<file path="config.mk">
export PLATFORM = sky130hd
export DESIGN_NAME = dc_motor_ramp_sequencer_flat
export DESIGN_NICKNAME = d
export VERILOG_FILES = /design/src/rtl/dc_motor_pkg.sv /design/src/rtl/dc_motor_if.sv /design/src/rtl/dc_motor_step_timer.sv /design/src/rtl/dc_motor_ramp_sequencer.sv /design/src/flat_wrapper.sv
export SDC_FILE = /design/constraint.sdc
export NUM_CORES = 1
export LEC_CHECK = 0
export ABC_AREA = 1
export BUFFER_PORTS_ARGS = -buffer_cell sky130_fd_sc_hd__buf_2
export CAP_MARGIN = 25
export CORE_MARGIN = 3
export CORE_UTILIZATION = 49
export DETAILED_ROUTE_END_ITERATION = 7
export GPL_TIMING_DRIVEN = 0
export PLACE_DENSITY = 0.8
export SYNTH_ARGS = -nofsm -noshare
export SYNTH_HDL_FRONTEND = slang
export SYNTH_HIERARCHICAL = 1
export SYNTH_SLANG_ARGS = --single-unit
</file>
<file path="constraint.sdc">
create_clock -name wb_clk -period 3.27 [get_ports wb_clk]
set_clock_uncertainty 0.2 [all_clocks]
set_input_delay 0.1635 -clock wb_clk [delete_from_list [all_inputs] [get_ports wb_clk]]
set_output_delay 0.1635 -clock wb_clk [all_outputs]
set_load 0.01 [all_outputs]
</file>
<file path="src/rtl/dc_motor_pkg.sv">
// Shared types and constants for the DC motor duty-ramp sequencer.
package dc_motor_pkg;

  typedef enum logic [2:0] {
    ST_IDLE  = 3'd0,
    ST_RUN   = 3'd1,
    ST_STOP  = 3'd2,
    ST_DRAIN = 3'd3,
    ST_DEAD  = 3'd4
  } state_t;

  localparam logic [1:0] REG_CTRL     = 2'd0;
  localparam logic [1:0] REG_TARGET   = 2'd1;
  localparam logic [1:0] REG_STEP_DIV = 2'd2;
  localparam logic [1:0] REG_STATUS   = 2'd3;

  localparam int DUTY_MAX_DEF = 100;

  // Full-word compare so e.g. 150 (0x96) clamps instead of wrapping to 22.
  function automatic logic [6:0] clamp_pct(input logic [31:0] v, input logic [6:0] max_pct);
    return (v > 32'(max_pct)) ? max_pct : v[6:0];
  endfunction

endpackage

</file>
<file path="src/rtl/dc_motor_if.sv">
// Wishbone classic slave bus bundle for the sequencer register block.
// Handshake: a request is cyc&stb; the slave answers with a single-cycle ack
// one cycle later, write data commits on the ack edge, read data is valid with ack.
interface dc_motor_if;
  logic        wb_cyc;
  logic        wb_stb;
  logic        wb_we;
  logic [3:0]  wb_sel;
  logic [31:0] wb_adr;
  logic [31:0] wb_dat_i;
  logic        wb_ack;
  logic [31:0] wb_dat_o;

  modport master (
    output wb_cyc, wb_stb, wb_we, wb_sel, wb_adr, wb_dat_i,
    input  wb_ack, wb_dat_o
  );

  modport slave (
    input  wb_cyc, wb_stb, wb_we, wb_sel, wb_adr, wb_dat_i,
    output wb_ack, wb_dat_o
  );
endinterface

</file>
<file path="src/rtl/dc_motor_step_timer.sv">
// Free-running ramp-step prescaler: one-cycle tick every div cycles (div=0 acts as 1).
module dc_motor_step_timer (
  input  logic        clk,
  input  logic        rst_n,
  input  logic [15:0] div,
  input  logic        restart,
  output logic        tick
);

  logic [15:0] cnt;
  logic [15:0] last;

  assign last = (div == 16'd0) ? 16'd0 : div - 16'd1;
  assign tick = (cnt == last);

  always_ff @(posedge clk or negedge rst_n) begin
    if (!rst_n) begin
      cnt <= 16'd0;
    end else if (restart || tick) begin
      cnt <= 16'd0;
    end else begin
      cnt <= cnt + 16'd1;
    end
  end

endmodule

</file>
<file path="src/rtl/dc_motor_ramp_sequencer.sv">
// Wishbone-configured duty ramp sequencer: ramps duty_pct toward TARGET one
// percent per step tick and makes direction reversals via drain, dead time, flip.
module dc_motor_ramp_sequencer
  import dc_motor_pkg::*;
#(
  parameter int STEP_DIV_RST = 50000,
  parameter int DEAD_CYCLES  = 100000,
  parameter int DUTY_MAX     = DUTY_MAX_DEF
) (
  input  logic        wb_clk,
  input  logic        wb_rst_n,
  dc_motor_if.slave   wb,
  output logic [6:0]  duty_pct,
  output logic        duty_wr,
  output logic        motor_dir,
  output state_t      dbg_state
);

  localparam logic [6:0] DMAX      = 7'(DUTY_MAX);
  localparam int         DCW       = (DEAD_CYCLES > 1) ? $clog2(DEAD_CYCLES) : 1;
  localparam logic [DCW-1:0] DEAD_LAST = DCW'(DEAD_CYCLES - 1);

  // Bus-side registers
  logic        ctrl_en;
  logic        ctrl_dir_req;
  logic [6:0]  target;
  logic [15:0] step_div;

  logic        req;
  logic        wr_en;
  logic        wr_ctrl;
  logic        wr_step;
  logic        estop;
  logic [31:0] rd_mux;
  logic        tick;
  logic        unused_bits;

  // FSM state
  state_t          state, state_nxt;
  logic [6:0]      duty_nxt;
  logic            dir_nxt;
  logic [DCW-1:0]  dead_cnt, dead_nxt;

  assign req     = wb.wb_cyc & wb.wb_stb & ~wb.wb_ack;
  assign wr_en   = req & wb.wb_we;
  assign wr_ctrl = wr_en && (wb.wb_adr[3:2] == REG_CTRL);
  assign wr_step = wr_en && (wb.wb_adr[3:2] == REG_STEP_DIV);
  assign estop   = wr_ctrl & wb.wb_dat_i[2];
  assign unused_bits = ^{wb.wb_sel, wb.wb_adr[31:4], wb.wb_adr[1:0]};
  assign dbg_state = state;

  always_comb begin
    rd_mux = 32'd0;
    case (wb.wb_adr[3:2])
      REG_CTRL:     rd_mux = {30'd0, ctrl_dir_req, ctrl_en};
      REG_TARGET:   rd_mux = {25'd0, target};
      REG_STEP_DIV: rd_mux = {16'd0, step_div};
      default:      rd_mux = {19'd0, (duty_pct == target), state, motor_dir, 1'b0, duty_pct};
    endcase
  end

  always_ff @(posedge wb_clk or negedge wb_rst_n) begin
    if (!wb_rst_n) begin
      wb.wb_ack    <= 1'b0;
      wb.wb_dat_o  <= 32'd0;
      ctrl_en      <= 1'b0;
      ctrl_dir_req <= 1'b0;
      target       <= 7'd0;
      step_div     <= 16'(STEP_DIV_RST);
    end else begin
      wb.wb_ack   <= req;
      wb.wb_dat_o <= (req && !wb.wb_we) ? rd_mux : 32'd0;
      if (wr_ctrl) begin
        ctrl_en      <= wb.wb_dat_i[0] & ~wb.wb_dat_i[2];
        ctrl_dir_req <= wb.wb_dat_i[1];
      end
      if (wr_en && (wb.wb_adr[3:2] == REG_TARGET)) begin
        target <= clamp_pct(wb.wb_dat_i, DMAX);
      end
      if (wr_step) begin
        step_div <= wb.wb_dat_i[15:0];
      end
    end
  end

  dc_motor_step_timer u_step_timer (
    .clk     (wb_clk),
    .rst_n   (wb_rst_n),
    .div     (step_div),
    .restart (wr_step),
    .tick    (tick)
  );

  always_ff @(posedge wb_clk or negedge wb_rst_n) begin
    if (!wb_rst_n) begin
      state     <= ST_IDLE;
      duty_pct  <= 7'd0;
      duty_wr   <= 1'b0;
      motor_dir <= 1'b0;
      dead_cnt  <= '0;
    end else begin
      state     <= state_nxt;
      duty_pct  <= duty_nxt;
      duty_wr   <= (duty_nxt != duty_pct);
      motor_dir <= dir_nxt;
      dead_cnt  <= dead_nxt;
    end
  end

  always_comb begin
    state_nxt = state;
    duty_nxt  = duty_pct;
    dir_nxt   = motor_dir;
    dead_nxt  = dead_cnt;
    case (state)
      ST_IDLE: begin
        duty_nxt = 7'd0;
        if (ctrl_en) begin
          state_nxt = ST_RUN;
          dir_nxt   = ctrl_dir_req;
        end
      end
      ST_RUN: begin
        if (tick) begin
          if (duty_pct < target)      duty_nxt = duty_pct + 7'd1;
          else if (duty_pct > target) duty_nxt = duty_pct - 7'd1;
        end
        if (!ctrl_en)                       state_nxt = ST_STOP;
        else if (ctrl_dir_req != motor_dir) state_nxt = ST_DRAIN;
      end
      ST_STOP: begin
        if (duty_pct == 7'd0) state_nxt = ST_IDLE;
        else if (tick)        duty_nxt  = duty_pct - 7'd1;
      end
      ST_DRAIN: begin
        // Priority: stop request, then cancelled reversal, then drain progress.
        if (!ctrl_en) begin
          state_nxt = ST_STOP;
        end else if (ctrl_dir_req == motor_dir) begin
          state_nxt = ST_RUN;
        end else if (duty_pct == 7'd0) begin
          state_nxt = ST_DEAD;
          dead_nxt  = '0;
        end else if (tick) begin
          duty_nxt = duty_pct - 7'd1;
        end
      end
      ST_DEAD: begin
        duty_nxt = 7'd0;
        if (!ctrl_en) begin
          state_nxt = ST_IDLE;
          dead_nxt  = '0;
        end else if (dead_cnt == DEAD_LAST) begin
          state_nxt = ST_RUN;
          dir_nxt   = ~motor_dir;
          dead_nxt  = '0;
        end else begin
          dead_nxt = dead_cnt + 1'b1;
        end
      end
      default: begin
        state_nxt = ST_IDLE;
        duty_nxt  = 7'd0;
      end
    endcase
    if (estop) begin
      state_nxt = ST_IDLE;
      duty_nxt  = 7'd0;
      dead_nxt  = '0;
    end
  end

endmodule

</file>
<file path="src/flat_wrapper.sv">
// flat-port wrapper written by rule: the top's interface ports become plain ports
module dc_motor_ramp_sequencer_flat import dc_motor_pkg::*;
#(
  parameter int STEP_DIV_RST = 50000,
  parameter int DEAD_CYCLES  = 100000,
  parameter int DUTY_MAX     = DUTY_MAX_DEF
)
  (wb_clk, wb_rst_n, duty_pct, duty_wr, motor_dir, dbg_state, wb_wb_cyc, wb_wb_stb, wb_wb_we, wb_wb_sel, wb_wb_adr, wb_wb_dat_i, wb_wb_ack, wb_wb_dat_o);
  dc_motor_if wb_i ();
  input  logic wb_clk;
  input  logic wb_rst_n;
  output logic [6:0] duty_pct;
  output logic duty_wr;
  output logic motor_dir;
  output state_t dbg_state;
  input wire logic [$bits(wb_i.wb_cyc)-1:0] wb_wb_cyc;
  input wire logic [$bits(wb_i.wb_stb)-1:0] wb_wb_stb;
  input wire logic [$bits(wb_i.wb_we)-1:0] wb_wb_we;
  input wire logic [$bits(wb_i.wb_sel)-1:0] wb_wb_sel;
  input wire logic [$bits(wb_i.wb_adr)-1:0] wb_wb_adr;
  input wire logic [$bits(wb_i.wb_dat_i)-1:0] wb_wb_dat_i;
  output wire logic [$bits(wb_i.wb_ack)-1:0] wb_wb_ack;
  output wire logic [$bits(wb_i.wb_dat_o)-1:0] wb_wb_dat_o;
  assign wb_i.wb_cyc = wb_wb_cyc;
  assign wb_i.wb_stb = wb_wb_stb;
  assign wb_i.wb_we = wb_wb_we;
  assign wb_i.wb_sel = wb_wb_sel;
  assign wb_i.wb_adr = wb_wb_adr;
  assign wb_i.wb_dat_i = wb_wb_dat_i;
  assign wb_wb_ack = wb_i.wb_ack;
  assign wb_wb_dat_o = wb_i.wb_dat_o;
  dc_motor_ramp_sequencer #(.STEP_DIV_RST(STEP_DIV_RST), .DEAD_CYCLES(DEAD_CYCLES), .DUTY_MAX(DUTY_MAX)) u_core (.wb_clk(wb_clk), .wb_rst_n(wb_rst_n), .wb(wb_i), .duty_pct(duty_pct), .duty_wr(duty_wr), .motor_dir(motor_dir), .dbg_state(dbg_state));
endmodule
</file>
# After elaboration in Yosys (flattened, before gate mapping)
# Cells that the tools add are included.
# classes
multipliers	0
n_eq_ne	23
reduce_logical	15
magnitude_cmp	3
n_div	0
add_sub_neg	5
shift	0
bitwise_logic	8
n_mux	36
# ops
cell	n
$mux W17	6
$mux W7	9
$mux W16	3
$pmux W16 S3	1
$pmux W17 S2	1
$gt A32 B7 Y1 const B	1
$mux W3	10
$pmux W7 S3	1
$add A17 B1 Y17 const B	1
$eq A17 B17 Y1 const B	1
$add A16 B1 Y16 const B	1
$eq A16 B16 Y1	1
$logic_not A16 Y1	1
$sub A16 B1 Y16 const B	1
$pmux W3 S5	1
$ne A3 B1 Y1 const B	4
$ne A4 B4 Y1 const B	2
$reduce_and A4 Y1	2
$add A7 B1 Y7 const B	1
$eq A7 B7 Y1	1
$gt A7 B7 Y1	1
$logic_not A7 Y1	1
$lt A7 B7 Y1	1
$ne A7 B7 Y1	1
other kinds (23)	37
# totals
ff_bits	103
output_inout_bits	45
latch_bits	0
ram_bits	0
mem_bits_ro	0
memories	0

# Depth between registers and ports, before layout
# Gate-level depths: netlist of run 1.
# logic_depth
ltp_word	10
mapped_depth	27
mapped_depth_nobuf	26

# Hierarchy
# The synthesis of run 1 kept the hierarchy.
# by_module_without_submodules
module	cells_each	instances	area_per_inst_um2	seq_area_each_um2
dc_motor_ramp_sequencer	583	1	4359.2	1784.2
dc_motor_step_timer	278	1	1697.9	400.4

# Least setup slack after synthesis of run 1
# Ideal clock, no wire load.
# synth_timing
kind	register -> register
start	register u_core.step_div[0]
end	register u_core.duty_wr
required_time_ns	2.951
n_path_buf	2
period_less_slack_ns	2.790
arrival_time_ns	2.471
path_stages_with_launch	26
setup_ns	0.119
slack_ns	0.480
cell_sequence	dfrtp_1 inv_1 ha_1 nand2_2 nor2_2 nand2_2 buf_6 nand3_1 nand2_1 nor2_1 nand2_1 nor2_1 nand4_1 nor2_1 buf_2 inv_1 nand2_1 nand3_1 nand2_1 nand2_1 nand2_1 nand2_1 nand2_1 nand2_1 nor2_1 nand2_1
# synth_between
elab_chain_len	10
word_cells_on_any_way	12
# synth_lines
element	line	text
start, declared	dc_motor_ramp_sequencer.sv:27	logic [15:0] step_div;
start signal, assigned	dc_motor_ramp_sequencer.sv:69	step_div <= 16'(STEP_DIV_RST);
start signal, assigned	dc_motor_ramp_sequencer.sv:81	step_div <= wb.wb_dat_i[15:0];
$sub A16 B1 Y16 or $logic_not A16 Y1 (tied branches)	dc_motor_step_timer.sv:13	assign last = (div == 16'd0) ? 16'd0 : div - 16'd1;
$mux W16 (*)	dc_motor_step_timer.sv:13	
$eq A16 B16 Y1 (*)	dc_motor_step_timer.sv:14	assign tick = (cnt == last);
via u_core.tick	dc_motor_ramp_sequencer.sv:35	logic tick;
$mux W7	dc_motor_ramp_sequencer.sv:133, dc_motor_ramp_sequencer.sv:144	
$mux W7	dc_motor_ramp_sequencer.sv:132	if (duty_pct == 7'd0) state_nxt = ST_IDLE;
$mux W7	dc_motor_ramp_sequencer.sv:139	end else if (ctrl_dir_req == motor_dir) begin
$mux W7	dc_motor_ramp_sequencer.sv:137	if (!ctrl_en) begin
$pmux W7 S3 (*)	dc_motor_ramp_sequencer.sv:115	case (state)
$mux W7 (*)	dc_motor_ramp_sequencer.sv:166	if (estop) begin
$ne A7 B7 Y1 (*)	dc_motor_ramp_sequencer.sv:104	duty_wr <= (duty_nxt != duty_pct);
end signal, assigned	dc_motor_ramp_sequencer.sv:104	
end, declared	dc_motor_ramp_sequencer.sv:14	output logic duty_wr,
# The timed path passes the listed nets; every way through them passes the cells marked *.
# A chain may end at the register's enable or synchronous reset.

# Worst setup path in the final report of run 1
# layout_timing
start	register u_core.step_div[2]
end	register u_core.duty_wr
# layout_between
elab_chain_len	10
word_cells_on_any_way	12
# layout_lines
element	line	text
$sub A16 B1 Y16 or $logic_not A16 Y1 (tied branches)	dc_motor_step_timer.sv:13	
$mux W16 (*)	dc_motor_step_timer.sv:13	
$eq A16 B16 Y1 (*)	dc_motor_step_timer.sv:14	
via u_core.tick	dc_motor_ramp_sequencer.sv:35	
$mux W7	dc_motor_ramp_sequencer.sv:133, dc_motor_ramp_sequencer.sv:144	
$mux W7	dc_motor_ramp_sequencer.sv:132	
$mux W7	dc_motor_ramp_sequencer.sv:139	
$mux W7	dc_motor_ramp_sequencer.sv:137	
$pmux W7 S3 (*)	dc_motor_ramp_sequencer.sv:115	
$mux W7 (*)	dc_motor_ramp_sequencer.sv:166	
via u_core.duty_nxt[0]	dc_motor_ramp_sequencer.sv:40	logic [6:0] duty_nxt;
$ne A7 B7 Y1 (*)	dc_motor_ramp_sequencer.sv:104	
# Marked as above.

==> impl_metrics.tcl, run 1 <==
set metrics [dict create \
    seqPwrFrac 0.360 \
    layout.nets 1078 \
    dieArea_um2 13700 \
    seq_area_frac_synth 0.361 \
    clkPwrFrac 0.276 \
    status "finished, final reports clean" \
    start_util 0.515 \
    crit_path_max_fanout 8 \
    rows 39 \
    fin_cells 1161 \
    cts_inserted_buffers 9 \
    p_sw_frac 0.385 \
    synth_top_family_by_area "simple AND/OR/NAND/NOR gates" \
    num_vias 6193 \
    clk_pin_slew_worst_paths_ns 0.07 \
    grt_max_degree 61 \
    vdd_drop_max_v 0.000390 \
    hp-class "in2reg" \
    synth-adder-area-share 0.0269 \
    pre_cts_ws_ns -0.142 \
    gp_congestion 0.905 \
    synth_area_um2 6060 \
    synth-xor-area-share 0.0289 \
    ios 118 \
    place_hpwl_mm 11.7 \
    core_um2 11800 \
    cts.sinks 87 \
    worst_hold_slack_ns 0.0126 \
    final_cell_mix "238 x nand2_1, 107 x inv_1, 78 x dfrtp_1" \
    grt_antenna_before_repair 0 \
    io_buffer_count 67 \
    synth_simple_gate_area_frac 0.372 \
    cp-start-kind "flip-flop" \
    routed_wl_mm 16.1 \
    synth_seq_cells 87 \
    cts_tree "yes" \
    grt_pass1_wl_mm 26.0 \
    grt_overflow 0 \
    drtIter0Drc 627 \
    utilization 0.629 \
    area_growth_pct 22.0 \
    crit_arrival_ns 3.13 \
    critPathKind "reg2reg" \
    synth_compound_area_frac 0.0923 \
    clockBufferDepth 2 \
    fmax_mhz 324 \
    drt-pass1-iter-count 8 \
    p_leak_uw 0.00393 \
    intPower_uw 2370 \
    hold_viol 0 \
    die_w_um 117 \
    clock_latency_ns 0.34 \
    avgRoutedWirePerCell_um 13.9 \
    root_buffer "clkbuf_16" \
    dp_cells 1108 \
    syn_inst 861 \
    syn_avg_cell_area_um2 7.03 \
    synthMuxAreaShare 0 \
    drive_above_1_share 0.213 \
    drc 0 \
    comb_power_share 0.364 \
    setup_violations 0 \
    ys_types 50 \
    grt_pass1_vias 5507 \
    fin_crit_ns 3.09 \
    layout_commonest_cell "nand2_1" \
    finalSetupTns_ns 0 \
    maxCapViolations 0 \
    power_per_cell_area_nw_per_um2 523 \
    crit_required_ns 3.31 \
    yosys_warnings 6 \
    grt_usage 0.239 \
    viasPerCell 5.33 \
    period_share 0.944 \
    switchingPower_uw 1490 \
    die_h_um 117 \
    end_kind "flip-flop" \
    ant_nets 0 \
    diodes 0 \
    worst_slack_ns 0.182 \
    htreeDepth 3 \
    slew_viol_final 0 \
]
==> metal layers <==
| metal | GRT usage | vias up | share of wire |
|---|---|---|---|
| li1 | - | 2994 | - |
| met1 | 0.346 | 2872 | 0.45 |
| met2 | 0.366 | 296 | 0.45 |
| met3 | 0.0339 | 31 | 0.082 |
| met4 | 0.0864 | 0 | 0.020 |
| met5 | 0 | - | 0 |
==> timing repair <==
action | in CTS | in global routing
hold buffers | 21 | 0
buffers inserted | 3 | 13
gates resized for setup | 3 | 22
pin swaps | 0 | 7
setup endpoints to repair | 1 | 4
hold endpoints to repair | 108 | 0
==> final timing paths <==
kind                                         endpoint                        from  slack (ns)  cells past startpoint
max reg2reg                            u_core/duty_wr          u_core/step_div[2]        0.18                     21
min in group asynchronous      u_core/wb.wb_dat_o[11]                    wb_rst_n        0.09                      2
max                                    u_core/duty_wr          u_core/step_div[2]        0.18                     21
min reg2reg                u_core/u_step_timer/cnt[0]  u_core/u_step_timer/cnt[0]        0.30                      1
max in group asynchronous         u_core/step_div[14]                    wb_rst_n        2.13                      3
min                                u_core/duty_pct[5]              wb_wb_dat_i[2]        0.01                      4
==> logic make-up after synthesis <==
| group | Yosys count |
|---|---|
| compound gates | 99 |
| xor+xnor | 20 |
| fa+ha+maj | 13 |
| buf+inv | 159 |
| flops | 87 |
| other cells | 1 |
| simple gates | 482 |
==> worst max-delay path: stages (launching register included) <==
cell,delay (ns)
dfrtp_1,0.47
nor2_2,0.20
nand2_2,0.13
nor2_4,0.21
nand2_1,0.07
nand2_1,0.08
nand3_1,0.07
nand2_1,0.10
nand3_1,0.08
nor2_1,0.10
nand4_1,0.11
nor2_2,0.19
buf_6,0.17
nand2_1,0.07
o21ai_1,0.13
nand2_1,0.11
nor2_2,0.13
nand2_1,0.07
nand2_1,0.07
nand2_1,0.05
nor2_1,0.09
nand2_1,0.06
==> synthesized netlist by cell type (all sizes together) <==
| master | number | area [um^2] |
|---|---|---|
| nor2 | 105 | 477 |
| or2 | 1 | 8.76 |
| xnor2 | 1 | 8.76 |
| buf | 27 | 220 |
| conb | 1 | 3.75 |
| dfrtp | 81 | 2030 |
| nand4 | 26 | 175 |
| a211o | 1 | 8.76 |
| a21oi | 27 | 139 |
| o311ai | 1 | 8.76 |
| a22oi | 1 | 7.51 |
| dfstp | 6 | 158 |
| a221oi | 5 | 43.8 |
| nor4 | 6 | 52.6 |
| a31oi | 5 | 31.3 |
| o22ai | 2 | 12.5 |
| a22o | 1 | 8.76 |
| nand3b | 4 | 30.0 |
| o2111ai | 1 | 8.76 |
| clkinv | 6 | 23.8 |
| and2 | 2 | 12.5 |
| a211oi | 4 | 30.0 |
| nor3 | 10 | 77.6 |
| nand3 | 76 | 413 |
| ha | 13 | 163 |
| clkbuf | 3 | 11.3 |
| inv | 123 | 464 |
| o21bai | 1 | 7.51 |
| xor2 | 19 | 166 |
| o21a | 1 | 7.51 |
| o21ai | 49 | 245 |
| nand2 | 252 | 1010 |
==> power groups by stage <==
stage	Combinational (uW)	Sequential, uW	Clock (uW)
2_1_floorplan	965	1370	0
3_3_place_gp	1240	1400	0
3_5_place_dp	1260	1400	0
4_1_cts	1300	1380	1090
5_1_grt	1600	1410	1130
6_report	1400	1390	1070
==> stage by stage <==
step	instance area [um^2]	power [uW]
global route	7390	4150
detailed placement	6680	2660
finish	7390	3860
global placement	6650	2640
floorplan	6110	2330
CTS	7230	3770
==> flip-flops by register name, indices dropped and copies added (netlist names) <==
| name | flops |
|---|---|
| u_core/step_div | 16 |
| u_core/duty_pct | 7 |
| u_core/wb.wb_ack | 1 |
| u_core/dead_cnt | 17 |
| u_core/ctrl_en | 1 |
| u_core/u_step_timer/cnt | 16 |
| u_core/duty_wr | 1 |
| u_core/wb.wb_dat_o | 16 |
| u_core/ctrl_dir_req | 1 |
| u_core/dbg_state | 3 |
| u_core/motor_dir | 1 |
| u_core/target | 7 |
==> cell type report <==
| class | instances | area (um^2) |
|---|---|---|
| multi-input combinational | 630 | 3270 |
| sequential | 87 | 2190 |
| buffer | 30 | 238 |
| tap | 164 | 205 |
| clock inverter | 5 | 65.1 |
| timing repair buffer | 105 | 696 |
| fill | 1001 | 4370 |
| inverter | 129 | 488 |
| clock buffer | 11 | 243 |
Power figures use the tool's default switching activity.
==> run 2, diff against run 1 <==
Settings changed: BUFFER_PORTS_ARGS -buffer_cell sky130_fd_sc_hd__buf_2 to not set, CORE_ASPECT_RATIO set to 1.4, DONT_BUFFER_PORTS set to 1, PLACE_DENSITY 0.8 to 0.72.
==> impl_metrics.tcl, run 2 (synthesized netlist as in run 1, its figures left out) <==
set metrics [dict create \
    p_leak_uw 0.00375 \
    grt_pass1_vias 5480 \
    htreeDepth 3 \
    grt_usage 0.236 \
    fin_crit_ns 3.14 \
    hp-class "in2reg" \
    clockBufferDepth 2 \
    core_um2 11900 \
    die_w_um 100 \
    start_util 0.507 \
    cts.sinks 87 \
    end_kind "flip-flop" \
    vdd_drop_max_v 0.000338 \
    grt_setup_unrepaired "yes" \
    routed_wl_mm 16.1 \
    diodes 0 \
    critical_path.top_delay_family "simple AND/OR/NAND/NOR gates" \
    grt_max_degree 88 \
    max_stage_delay_ns 0.48 \
    min_to "u_core/wb.wb_dat_o[11]" \
    setup_violations 0 \
    status "finished, final reports clean" \
    drtIter0Drc 314 \
    holdPathStages 4 \
    grt_overflow 0 \
    drc 0 \
    dieArea_um2 13800 \
    worstMarginPinSlew_ns 0.575 \
    clock_latency_ns 0.35 \
    avgRoutedWirePerCell_um 14.6 \
    gp_congestion 0.925 \
    wl_met2_mm 8.49 \
    r2r_setup_slack_ns 0.13 \
    critPathBufInv 4 \
    hold_viol 0 \
    num_vias 5843 \
    n_fill_cell 1065 \
    worst_hold_slack_ns 0.0286 \
    area_growth_pct 21.5 \
    io_buffer_count 0 \
    drive_above_1_share 0.174 \
    rows 47 \
    largest_reg_flops 17 \
    grt_pass1_wl_mm 25.8 \
    cts_inserted_buffers 9 \
    layout.nets 1036 \
    utilization 0.617 \
    ios 118 \
    cts_tree "yes" \
    slew_viol_final 0 \
    fmax_mhz 318 \
    clk_pin_slew_worst_paths_ns 0.07 \
    m1WireLength_mm 6.16 \
    layout_commonest_cell "nand2_1" \
    relSlewSlack 0.613 \
    top_register "u_core/dead_cnt" \
    crit_chain "nor2_4 > nand2_8 > nor2_4 > nand2_4 > buf_8 > buf_4 > nand3_1 > nand2_1 > a21oi_1 > nand4_1 > nor2_2 > buf_6 > buf_6 > a31oi_1 > o21ai_1 > nand2_1 > nor2_1 > nand2_1 > nand2_1 > nand2_1 > nor2_2 > nand2_1" \
    drt-pass1-iter-count 5 \
    crit_top_cell "nand2_1" \
    top_layer_used "met4" \
    fin_total_pwr_uw 4060 \
    maxCapViolations 0 \
    min_from "wb_wb_adr[2]" \
    reg2regPathDepth 22 \
    finalSetupTns_ns 0 \
    power_per_cell_area_nw_per_um2 551 \
    place_hpwl_mm 11.6 \
    r2r-start "u_core/step_div[2]" \
    final_cell_mix "236 x nand2_1, 104 x inv_1, 75 x dfrtp_1" \
    cp-start-kind "flip-flop" \
    route.met3.wl_um 841 \
    ant_nets 0 \
    grt_antenna_before_repair 0 \
    crit_arrival_ns 3.18 \
    crit_required_ns 3.31 \
    die_h_um 138 \
    timing.rr.end "u_core/duty_wr" \
    crit_path_max_fanout 7 \
    root_buffer "clkbuf_16" \
    critPathSlowestCell "dfrtp_2" \
    period_share 0.960 \
    viasPerCell 5.30 \
    critPathKind "reg2reg" \
]
[run 2: worst register-to-register path, stage by stage (launching register included)]
cell     delay, ns
dfrtp_2       0.48
nor2_4        0.19
nand2_8       0.09
nor2_4        0.11
nand2_4       0.08
buf_8         0.14
buf_4         0.13
nand3_1       0.07
nand2_1       0.07
a21oi_1       0.16
nand4_1       0.13
nor2_2        0.18
buf_6         0.17
buf_6         0.10
a31oi_1       0.07
o21ai_1       0.09
nand2_1       0.08
nor2_1        0.12
nand2_1       0.06
nand2_1       0.07
nand2_1       0.07
nor2_2        0.10
nand2_1       0.05
[run 2: area by class of cell]
cell class	count	area [um^2]	area share
flip-flops and latches	87	2190	0.298
clock inverters	7	128	0.0173
multi-input cells	630	3320	0.451
clock buffers	9	225	0.0306
plain buffers	30	241	0.0328
inverters	129	488	0.0663
repair buffers	63	584	0.0794
well taps	147	184	0.0250
[run 2: stage by stage]
step | instances | setup slack, ns | instance area [um^2]
4_1_cts | 1077 | 0.0221 | 7060
6_report | 1102 | 0.130 | 7360
3_3_place_gp | 1023 | -0.193 | 6300
2_1_floorplan | 876 | 0.480 | 6110
3_5_place_dp | 1023 | -0.202 | 6300
5_1_grt | 1102 | -0.0739 | 7360
[run 2: repair_timing]
action | CTS | global route
hold buffers | 37 | 0
hold endpoints to repair | 127 | 0
pin swaps | 0 | 19
cloned | 0 | 1
setup endpoints to repair | 1 | 3
resized for setup | 5 | 40
setup buffers | 1 | 24
[run 2: how the worst max path moves through the flow]
| stage | start | end | slack (ns) | cells past startpoint |
|---|---|---|---|---|
| after floorplan | u_core/step_div[0] | u_core/duty_wr | 0.48 | 25 |
| after global placement | u_core/step_div[0] | u_core/duty_wr | -0.19 | 23 |
| after detailed placement | u_core/step_div[0] | u_core/duty_wr | -0.20 | 23 |
| after CTS | u_core/step_div[0] | u_core/duty_wr | 0.02 | 24 |
| after global routing | u_core/step_div[2] | u_core/duty_wr | -0.07 | 23 |
| final | u_core/step_div[2] | u_core/duty_wr | 0.13 | 22 |
[run 2: power by group]
| part | switching, uW | total, uW | internal [uW] |
|---|---|---|---|
| logic | 869 | 1430 | 558 |
| clock network | 460 | 1220 | 759 |
| registers | 186 | 1410 | 1230 |
| total | 1510 | 4060 | 2540 |
[run 2: per-layer routing]
metal / track usage / vias up
li1: - / 2909
met1: 0.263 / 2697
met2: 0.431 / 184
met4: 0.111 / 0
met3: 0.0441 / 53
met5: 0 / -
